--- src/rtl/param_up_down_counter.sv ---
// rtl/param_up_down_counter.sv - parametrised modulo/saturating up/down counter with load and wrap pulse
//
// Purpose : WIDTH-bit up/down counter, modulo MAX_VAL+1, stepping by STEP.
//           It has a count enable, a parallel load that clamps out-of-range
//           values, combinational terminal-count decodes and a registered
//           one-cycle wrap pulse.
// Build   : define UPDOWN_SATURATE_EN to saturate at 0/MAX_VAL instead of wrapping.
//           In that build, wrap_o pulses when a count request is blocked or
//           clipped at a limit.
// Ports   : clk_i      rising-edge clock
//           rst_ni     asynchronous active-low reset
//           en_i       count enable (gates up/down, not load)
//           load_i     synchronous load of value_i (highest priority)
//           up_i       count up by STEP
//           down_i     count down by STEP
//           value_i    load data [WIDTH-1:0]
//           count_o    registered count [WIDTH-1:0]
//           at_max_o   count_o == MAX_VAL
//           at_zero_o  count_o == 0
//           wrap_o     registered 1-cycle boundary pulse
module param_up_down_counter #(
  parameter int WIDTH   = 4,
  parameter int MAX_VAL = (1 << WIDTH) - 1,
  parameter int STEP    = 1
) (
  input  logic             clk_i,
  input  logic             rst_ni,
  input  logic             en_i,
  input  logic             load_i,
  input  logic             up_i,
  input  logic             down_i,
  input  logic [WIDTH-1:0] value_i,
  output logic [WIDTH-1:0] count_o,
  output logic             at_max_o,
  output logic             at_zero_o,
  output logic             wrap_o
);

  // One guard bit so count+STEP and count+MOD never overflow when MAX_VAL = 2**WIDTH-1.
  localparam logic [WIDTH:0]   MAX_X  = (WIDTH+1)'(MAX_VAL);
  localparam logic [WIDTH:0]   STEP_X = (WIDTH+1)'(STEP);
  localparam logic [WIDTH:0]   MOD_X  = MAX_X + (WIDTH+1)'(1);
  localparam logic [WIDTH-1:0] MAX_W  = WIDTH'(MAX_VAL);

  logic [WIDTH-1:0] count_q, count_d;
  logic             wrap_q, wrap_d;
  logic [WIDTH:0]   count_x;
  logic [WIDTH:0]   value_x;
  logic [WIDTH:0]   sum_x;
  logic             do_up;
  logic             do_down;

  assign count_x = {1'b0, count_q};
  assign value_x = {1'b0, value_i};
  assign sum_x   = count_x + STEP_X;
  assign do_up   = en_i & up_i & ~down_i;
  assign do_down = en_i & down_i & ~up_i;

  always_comb begin
    count_d = count_q;
    wrap_d  = 1'b0;
    if (load_i) begin
      count_d = (value_x > MAX_X) ? MAX_W : value_i;
    end else if (do_up) begin
      if (sum_x > MAX_X) begin
        wrap_d = 1'b1;
`ifdef UPDOWN_SATURATE_EN
        count_d = MAX_W;
`else
        count_d = WIDTH'(sum_x - MOD_X);
`endif
      end else begin
        count_d = WIDTH'(sum_x);
      end
    end else if (do_down) begin
      if (count_x < STEP_X) begin
        wrap_d = 1'b1;
`ifdef UPDOWN_SATURATE_EN
        count_d = '0;
`else
        // count < STEP here, so count + MOD - STEP stays below MOD.
        count_d = WIDTH'(count_x + MOD_X - STEP_X);
`endif
      end else begin
        count_d = WIDTH'(count_x - STEP_X);
      end
    end
  end

  always_ff @(posedge clk_i or negedge rst_ni) begin
    if (!rst_ni) begin
      count_q <= '0;
      wrap_q  <= 1'b0;
    end else begin
      count_q <= count_d;
      wrap_q  <= wrap_d;
    end
  end

  assign count_o   = count_q;
  assign wrap_o    = wrap_q;
  assign at_max_o  = (count_q == MAX_W);
  assign at_zero_o = (count_q == '0);

endmodule
--- config.mk ---
export PLATFORM = sky130hd
export DESIGN_NAME = param_up_down_counter
export DESIGN_NICKNAME = d
export VERILOG_FILES = /design/src/rtl/param_up_down_counter.sv
export SDC_FILE = /design/constraint.sdc
export NUM_CORES = 1
export LEC_CHECK = 0
export ABC_AREA = 1
export BUFFER_PORTS_ARGS = -buffer_cell sky130_fd_sc_hd__buf_2
export CAP_MARGIN = 20
export CORE_AREA = 2 2 39 41
export DETAILED_ROUTE_END_ITERATION = 7
export DIE_AREA = 0 0 41 43
export MAX_ROUTING_LAYER = met4
export SLEW_MARGIN = 30
export SYNTH_ARGS = -nofsm -noshare
export SYNTH_HDL_FRONTEND = slang
export SYNTH_SLANG_ARGS = --single-unit
--- constraint.sdc ---
create_clock -name clk_i -period 1.6 [get_ports clk_i]
set_clock_uncertainty 0.15 [all_clocks]
set_input_delay 0.32 -clock clk_i [delete_from_list [all_inputs] [get_ports clk_i]]
set_output_delay 0.32 -clock clk_i [all_outputs]
set_load 0.01 [all_outputs]
==> results of run 1 <==
[layer usage]
layer | up-vias | routed length, um
met3 | 0 | 53
met2 | 16 | 570
li1 | 275 | -
met5 | - | 0
met4 | 0 | 0
met1 | 232 | 535
[worst max-delay path, cell delays in order (launching register included)]
cell and delay [ns]:
dfrtp_1 0.42, inv_2 0.12, ha_4 0.14, nand2_2 0.04, nor2_1 0.10, buf_2 0.14
[report_power, final]
| group | internal, uW | switching, uW | total (uW) | leakage, uW |
|---|---|---|---|---|
| clock network | 94.0 | 47.6 | 142 | 0.0000150 |
| registers | 147 | 41.2 | 188 | 0.0000593 |
| logic | 120 | 152 | 271 | 0.000283 |
[registers in the layout (all words and copies together) (netlist names)]
name     flops
count_o      4
wrap_o       1
[cells in the mapped netlist (2+ instances only)]
master   instances  area [um^2]
nand2_1         17        63.81
nand3_1          8        40.04
inv_1            7        26.28
dfrtp_1          5        125.1
ha_1             4        50.05
o21ai_0          4        20.02
o21ai_1          4        20.02
inv_2            3        11.26
nor2_1           3        11.26
nor2_2           3        18.77
nand4_1          2        12.51
nor2_4           2        22.52
[cell families (layout without fill, tap and decap cells)]
group                    after synthesis  count (layout)  share of synthesized area
XOR/XNOR                               1               1                    0.01795
AO/OA/AOI/OAI                          8               8                    0.08205
adder cells (fa/ha/maj)                4               4                     0.1026
flip-flops                             5               5                     0.2564
buffers and inverters                 11              35                     0.1000
AND/OR/NAND/NOR                       41              41                     0.4410
[stage by stage]
| step | hold slack, ns | utilization | total power [uW] | instance area (um^2) |
|---|---|---|---|---|
| global route | 0.2791 | 0.4919 | 653.5 | 680.7 |
| global placement | -0.01122 | 0.4277 | 417.6 | 591.8 |
| detailed placement | -0.01074 | 0.4277 | 417.7 | 591.8 |
| finish | 0.2563 | 0.4919 | 601.4 | 680.7 |
| floorplan | -0.1256 | - | 345.0 | 488.0 |
| CTS | 0.2525 | 0.4675 | 580.4 | 646.9 |
[how the worst min path moves through the flow]
stage | cells after the start | start | slack [ns] | to
detailed placement | 1 | rst_ni | -0.01 | count_o[2]
floorplan | 0 | rst_ni | -0.13 | count_o[0]
global route | 2 | rst_ni | 0.28 | wrap_o
global placement | 1 | rst_ni | -0.01 | wrap_o
CTS | 5 | value_i[2] | 0.25 | count_o[2]
finish | 5 | value_i[2] | 0.26 | count_o[2]
[cell type report]
type | instances | area, um^2 | share of cell area
clock buffer | 4 | 26.28 | 0.03860
inverter | 10 | 40.04 | 0.05882
multi-input combinational | 54 | 346.6 | 0.5092
sequential | 5 | 127.6 | 0.1875
tap | 16 | 20.02 | 0.02941
timing repair buffer | 21 | 120.1 | 0.1765
[timing repair]
action / CTS / global route
hold buffers: 1 / 0
setup endpoints to repair: 2 / 3
hold endpoints to repair: 5 / 0
resized for setup: 4 / 7
buffers inserted: 2 / 0
pin swaps: 0 / 3
==> impl_metrics.py, run 1 <==
metrics = {
    "sta": {
        "setup_slack_ns": -0.05673,
        "fin_crit_sh": 1.035,
        "slew-limit-headroom": 0.8325,
        "slew_violations": 0,
        "hold_viol": 0,
        "fmax_mhz": 603.6,
        "final.min_clock_period_ns": 1.657,
        "fin_setup_tns_ns": -0.05673,
        "worst_pin_slew_ns": 0.2512,
        "setup_viol": 1,
        "rsz0062_at_grt": "yes",
    },
    "global_route": {
        "grt_usage": 0.1563,
        "grtUsageMet3": 0.06283,
        "met1_usage": 0.2098,
        "use_met2": 0.2250,
        "grt_overflow_total": 0,
        "antenna_found_initial": 0,
        "grt_pass1_vias": 439,
        "grt_max_degree": 10,
        "grt_pass1_wl_um": 1842,
        "top_usage_layer": "met2",
    },
    "finish": {
        "n_antenna_cell": 0,
        "fin_cells": 110,
        "final_cell_mix": "nand2_1, buf_2, nand3_1",
        "area_delta_synth_final_pct": 39.49,
        "final_nets": 109,
        "drive_above_1_share": 0.4468,
        "fillers": 143,
    },
    "detailed_routing": {
        "routedWlPerCell_um": 10.54,
        "vias_per_cell": 4.755,
        "wl_um": 1159,
        "remaining_drc_errors": 0,
        "drt_iter0_drc": 3,
        "num_vias": 523,
        "drt_pre_antenna_iters": 4,
        "antenna_left": 0,
    },
    "synthesis": {
        "avgSynthCellArea_um2": 6.971,
        "netlist_instances": 70,
        "syn_nets": 84,
        "synthesis.area_um2": 488.0,
        "synth_ff_type": "dfrtp_1",
        "synth-edff-count": 0,
        "ys_seq_elements": 5,
        "ys_seq_area_frac": 0.2564,
        "synth-warning-count": 0,
        "ys_types": 20,
        "async_flop_share": 1.000,
    },
    "placement": {
        "io_buffers": 16,
        "gp_congestion": 0.8131,
        "hpwlAfterDp_um": 890.5,
        "dp_cells": 103,
        "place_ws_ns": 0.04212,
    },
    "setup_path": {
        "path_class": "reg2out",
        "worstReg2RegEnd": "wrap_o",
        "critPathMaxFanout": 3,
        "end_kind": "output pin",
        "cp-endpoint": "at_zero_o",
        "reg2reg_slack_ns": 0.11,
        "cp-start-kind": "flip-flop",
        "crit_arrival_ns": 1.19,
        "worstReg2RegStart": "count_o[1]",
        "critPathLaunch": "count_o[1]",
        "critPathRequiredTime_ns": 1.13,
        "r2r_cells": 8,
    },
    "die": {
        "initial_utilization": 0.3526,
        "rows": 14,
        "dieArea_mm2": 0.001763,
        "die_height_um": 43,
        "die_w_um": 41,
        "fp.coreArea_mm2": 0.001384,
        "io_pins": 17,
    },
    "cts": {
        "cts-buffers-inserted": 3,
        "insertion_delay_ns": 0.24,
        "cts_root_buffer": "clkbuf_4",
        "cts_sinks": 5,
        "cts_tree": "done",
        "clockBufferDepth": 2,
        "htreeDepth": 1,
        "clk_pin_slew_ns": 0.04,
    },
    "run_status": {
        "failed_checks": "setup timing",
        "status": "finished, violations left",
    },
    "flow_run": {
        "maxCapViolations": 0,
    },
    "min_path": {
        "hold_class": "in2reg",
    },
    "power_and_ir_drop": {
        "ir_drop_v": 0.0005668,
        "power.leakage_uw": 0.0003570,
        "power_density_mw_per_mm2": 883.6,
    },
}
(Power assumes the default switching activity.)
==> inputs of run 2 (changes only) <==
- MAX_ROUTING_LAYER: met4 -> default
- REMOVE_ABC_BUFFERS: default -> 1
- SETUP_SLACK_MARGIN: default -> 0.02
==> impl_metrics.py, run 2 (same netlist as run 1, synthesis figures left out) <==
metrics = {
    "placement": {
        "io_buffers": 16,
        "hpwlAfterDp_um": 933.1,
        "place_ws_ns": 0.06470,
        "gp_congestion": 0.7406,
        "postPlaceCellArea_um2": 591.8,
    },
    "detailed_routing": {
        "drt_pre_antenna_iters": 4,
        "num_vias": 585,
        "wl_um": 1417,
        "remaining_drc_errors": 0,
        "drt_iter0_drc": 3,
        "antenna_left": 0,
        "routedWlPerCell_um": 12.11,
        "vias_per_cell": 5.000,
    },
    "finish": {
        "multi_input_area_um2": 351.6,
        "final_nets": 116,
        "final_common_cell": "nand2_1",
        "drive_above_1_share": 0.4851,
        "final_cell_mix": "nand2_1, buf_2, buf_4",
        "design_area_um2": 744.5,
        "ff_latch_area_um2": 127.6,
        "largest_register_ffs": 4,
        "area_delta_synth_final_pct": 52.56,
        "n_antenna_cell": 0,
        "fillers": 121,
    },
    "cts": {
        "cts_tree": "done",
        "clk_pin_slew_ns": 0.04,
        "htreeDepth": 1,
        "insertion_delay_ns": 0.24,
        "cts_sinks": 5,
        "cts_root_buffer": "clkbuf_4",
        "cts-buffers-inserted": 3,
        "clockBufferDepth": 2,
    },
    "die": {
        "initial_utilization": 0.3526,
        "io_pins": 17,
        "rows": 14,
        "die_w_um": 41,
        "dieArea_mm2": 0.001763,
        "fp.coreArea_mm2": 0.001384,
        "die_height_um": 43,
    },
    "global_route": {
        "grt_usage": 0.1672,
        "grt_max_degree": 10,
        "antenna_found_initial": 0,
        "grt_pass1_wl_um": 2063,
        "grt_pass1_vias": 503,
        "grt_overflow_total": 0,
    },
    "sta": {
        "slew_violations": 0,
        "setup_slack_ns": -0.07067,
        "setup_viol": 1,
        "rsz0062_at_grt": "yes",
        "hold_viol": 0,
        "worst_pin_slew_ns": 0.2521,
        "final.min_clock_period_ns": 1.671,
        "slew-limit-headroom": 0.8319,
        "fin_crit_sh": 1.044,
        "fmax_mhz": 598.6,
    },
    "setup_path": {
        "critPathRequiredTime_ns": 1.13,
        "cp-start-kind": "flip-flop",
        "path_class": "reg2out",
        "worstReg2RegEnd": "wrap_o",
        "worstReg2RegStart": "count_o[0]",
        "end_kind": "output pin",
        "worstPathCellList": "inv_2 -> ha_4 -> nand2_2 -> nor2_1 -> buf_2",
        "critPathMaxFanout": 4,
        "max_stage_delay_ns": 0.42,
        "slowest_stage": "dfrtp_1",
        "crit_arrival_ns": 1.20,
        "r2r_cells": 8,
        "reg2reg_slack_ns": 0.06,
    },
    "min_path": {
        "holdPathStages": 5,
        "holdCritStartpoint": "value_i[2]",
        "hold_end": "count_o[2]",
        "hold_class": "in2reg",
    },
    "run_status": {
        "status": "finished, violations left",
        "failed_checks": "setup timing",
    },
    "power_and_ir_drop": {
        "power_density_mw_per_mm2": 886.2,
        "ir_drop_v": 0.0004134,
        "power.leakage_uw": 0.0003917,
    },
    "flow_run": {
        "maxCapViolations": 0,
    },
}
==> run 2: metal layers <==
layer  GRT usage  vias up  part of all wire
li1            -      288                 -
met1      0.1948      267              0.38
met2      0.2594       26              0.53
met3     0.06283        4             0.061
met4     0.07333        0             0.023
met5           0        -                 0
==> run 2: how the worst max path moves through the flow <==
stage,start,end,slack [ns],depth (start not counted)
global route,count_o[0],at_zero_o,-0.12,5
floorplan,count_o[0],wrap_o,0.07,8
CTS,count_o[0],at_zero_o,-0.04,5
global placement,count_o[1],wrap_o,0.06,8
finish,count_o[0],at_zero_o,-0.07,5
detailed placement,count_o[0],wrap_o,0.06,8
==> run 2: final cells by class <==
type | instances | share of cell area
flip-flops and latches | 5 | 0.1714
well taps | 16 | 0.02689
clock buffers | 4 | 0.03529
repair buffers | 28 | 0.2403
multi-input cells | 54 | 0.4723
inverters | 10 | 0.05378
==> run 2: power by group <==
part           leakage, uW  switching, uW  total [uW]  internal [uW]
Combinational     0.000317            169         323            154
Clock            0.0000150           51.7         146           94.3
Sequential       0.0000595           43.0         190            147
Total             0.000392            264         660            396
==> run 2: what timing repair did <==
item,4_1_cts,5_1_grt
buffers inserted,5,4
hold endpoints to repair,5,0
pin swaps,1,3
gates resized for setup,7,7
hold buffers,1,0
setup endpoints to repair,2,4
==> run 2: per-stage QoR <==
stage	cells	TNS, ns	hold slack, ns	total power (uW)	util
floorplan	69	0	-0.1256	333.1	-
global placement	103	0	-0.01143	417.0	0.4277
detailed placement	103	0	-0.007476	417.6	0.4277
CTS	113	-0.05334	0.2437	613.0	0.4991
global route	117	-0.2782	0.2743	715.6	0.5380
finish	117	-0.07067	0.2497	659.8	0.5380
==> run 2: critical path, delay by kind of cell (launching register included) <==
kind,cells,cell delay [ns]
DFF,1,0.42
buffers and inverters,2,0.26
adders and majority gates,1,0.14
and+or+nand+nor,2,0.14
==> inputs of run 3 (changes only) <==
- RECOVER_POWER: default -> 25
==> impl_metrics.py, run 3 (same netlist as run 1, synthesis figures left out) <==
metrics = {
    "run_status": {
        "status": "finished, violations left",
        "failed_checks": "setup timing",
    },
    "sta": {
        "setup_slack_ns": -0.07067,
        "slew_violations": 0,
        "fin_crit_sh": 1.044,
        "worst_pin_slew_ns": 0.2865,
        "final.min_clock_period_ns": 1.671,
        "rsz0062_at_grt": "yes",
        "hold_viol": 0,
        "setup_viol": 1,
        "slew-limit-headroom": 0.8090,
        "fmax_mhz": 598.6,
    },
    "cts": {
        "insertion_delay_ns": 0.24,
        "cts_tree": "done",
        "clk_pin_slew_ns": 0.04,
        "cts_root_buffer": "clkbuf_4",
        "htreeDepth": 1,
        "cts_sinks": 5,
        "cts-buffers-inserted": 3,
        "clockBufferDepth": 2,
    },
    "finish": {
        "area_delta_synth_final_pct": 52.31,
        "final_cell_mix": "nand2_1, buf_2, buf_4",
        "design_area_um2": 743.2,
        "n_antenna_cell": 0,
        "multi_input_area_um2": 351.6,
        "drive_above_1_share": 0.4752,
        "ff_latch_area_um2": 127.6,
        "largest_register_ffs": 4,
        "fillers": 122,
        "final_common_cell": "nand2_1",
        "final_nets": 116,
        "fin_cells": 117,
    },
    "setup_path": {
        "cp-start-kind": "flip-flop",
        "critPathRequiredTime_ns": 1.13,
        "crit_arrival_ns": 1.20,
        "end_kind": "output pin",
        "reg2reg_slack_ns": 0.06,
        "worstPathCellList": "inv_2 -> ha_4 -> nand2_2 -> nor2_1 -> buf_2",
        "cp_top_family": "flip-flops",
        "worstReg2RegStart": "count_o[0]",
        "max_stage_delay_ns": 0.42,
        "critPathMaxFanout": 4,
        "path_buf_inv": 2,
        "path_class": "reg2out",
        "worstReg2RegEnd": "wrap_o",
        "slowest_stage": "dfrtp_1",
        "r2r_cells": 8,
    },
    "detailed_routing": {
        "drt_iter0_drc": 3,
        "routedWlPerCell_um": 12.09,
        "drt_pre_antenna_iters": 4,
        "num_vias": 585,
        "wl_um": 1415,
        "remaining_drc_errors": 0,
        "antenna_left": 0,
        "vias_per_cell": 5.000,
    },
    "min_path": {
        "holdPathStages": 5,
        "holdCritStartpoint": "value_i[2]",
        "hold_class": "in2reg",
        "hold_end": "count_o[2]",
    },
    "placement": {
        "hpwlAfterDp_um": 933.1,
        "postPlaceCellArea_um2": 591.8,
        "gp_congestion": 0.7406,
        "io_buffers": 16,
        "dp_cells": 103,
        "place_ws_ns": 0.06470,
    },
    "die": {
        "die_height_um": 43,
        "dieArea_mm2": 0.001763,
        "fp.coreArea_mm2": 0.001384,
        "die_w_um": 41,
        "rows": 14,
        "io_pins": 17,
        "initial_utilization": 0.3526,
    },
    "global_route": {
        "grt_pass1_wl_um": 2063,
        "grt_pass1_vias": 503,
        "grt_usage": 0.1672,
        "grt_overflow_total": 0,
        "antenna_found_initial": 0,
        "grt_max_degree": 10,
    },
    "power_and_ir_drop": {
        "power.leakage_uw": 0.0003889,
        "power_density_mw_per_mm2": 887.2,
        "ir_drop_v": 0.0004078,
    },
    "flow_run": {
        "maxCapViolations": 0,
    },
}
==> run 3: layout make-up <==
class / count / area share
inverters: 10 / 0.05387
flip-flops and latches: 5 / 0.1717
well taps: 16 / 0.02694
clock buffers: 4 / 0.03535
repair buffers: 28 / 0.2391
multi-input cells: 54 / 0.4731
==> run 3: worst max-delay path by stage <==
stage | slack [ns] | start | depth (start not counted) | end
floorplan | 0.07 | count_o[0] | 8 | wrap_o
global placement | 0.06 | count_o[1] | 8 | wrap_o
detailed placement | 0.06 | count_o[0] | 8 | wrap_o
CTS | -0.04 | count_o[0] | 5 | at_zero_o
global route | -0.12 | count_o[0] | 5 | at_zero_o
finish | -0.07 | count_o[0] | 5 | at_zero_o
==> run 3: power by group <==
part / internal (uW) / total, uW / switching (uW)
Combinational: 154 / 323 / 169
Sequential: 147 / 190 / 43.0
Clock: 94.3 / 146 / 51.7
==> run 3: per-stage QoR <==
step / hold WS, ns / utilization / power [uW] / TNS (ns)
3_3_place_gp: -0.01143 / 0.4277 / 417.0 / 0
3_5_place_dp: -0.007476 / 0.4277 / 417.6 / 0
6_report: 0.2497 / 0.5371 / 659.4 / -0.07067
4_1_cts: 0.2437 / 0.4991 / 613.0 / -0.05334
5_1_grt: 0.2933 / 0.5371 / 715.2 / -0.2782
2_1_floorplan: -0.1256 / - / 333.1 / 0
==> run 3: per-layer routing <==
layer / GRT usage / wire, um / up-vias
li1: - / - / 288
met1: 0.1948 / 542 / 267
met2: 0.2594 / 753 / 26
met3: 0.06283 / 87 / 4
met4: 0.07333 / 33 / 0
met5: 0 / 0 / -
==> run 3: worst reg2reg max path: cells and delay by family, from the launching register on <==
| family | cells | cell delay [ns] |
|---|---|---|
| adder cells (fa/ha/maj) | 1 | 0.19 |
| buffers and inverters | 3 | 0.31 |
| flip-flops | 1 | 0.41 |
| AND/OR/NAND/NOR | 4 | 0.42 |
==> run 3: repair_timing <==
item,in CTS,in global routing
pin swaps,1,3
hold buffers,1,0
resized for setup,7,7
setup buffers,5,4
hold endpoints to repair,5,0
setup endpoints to repair,2,4
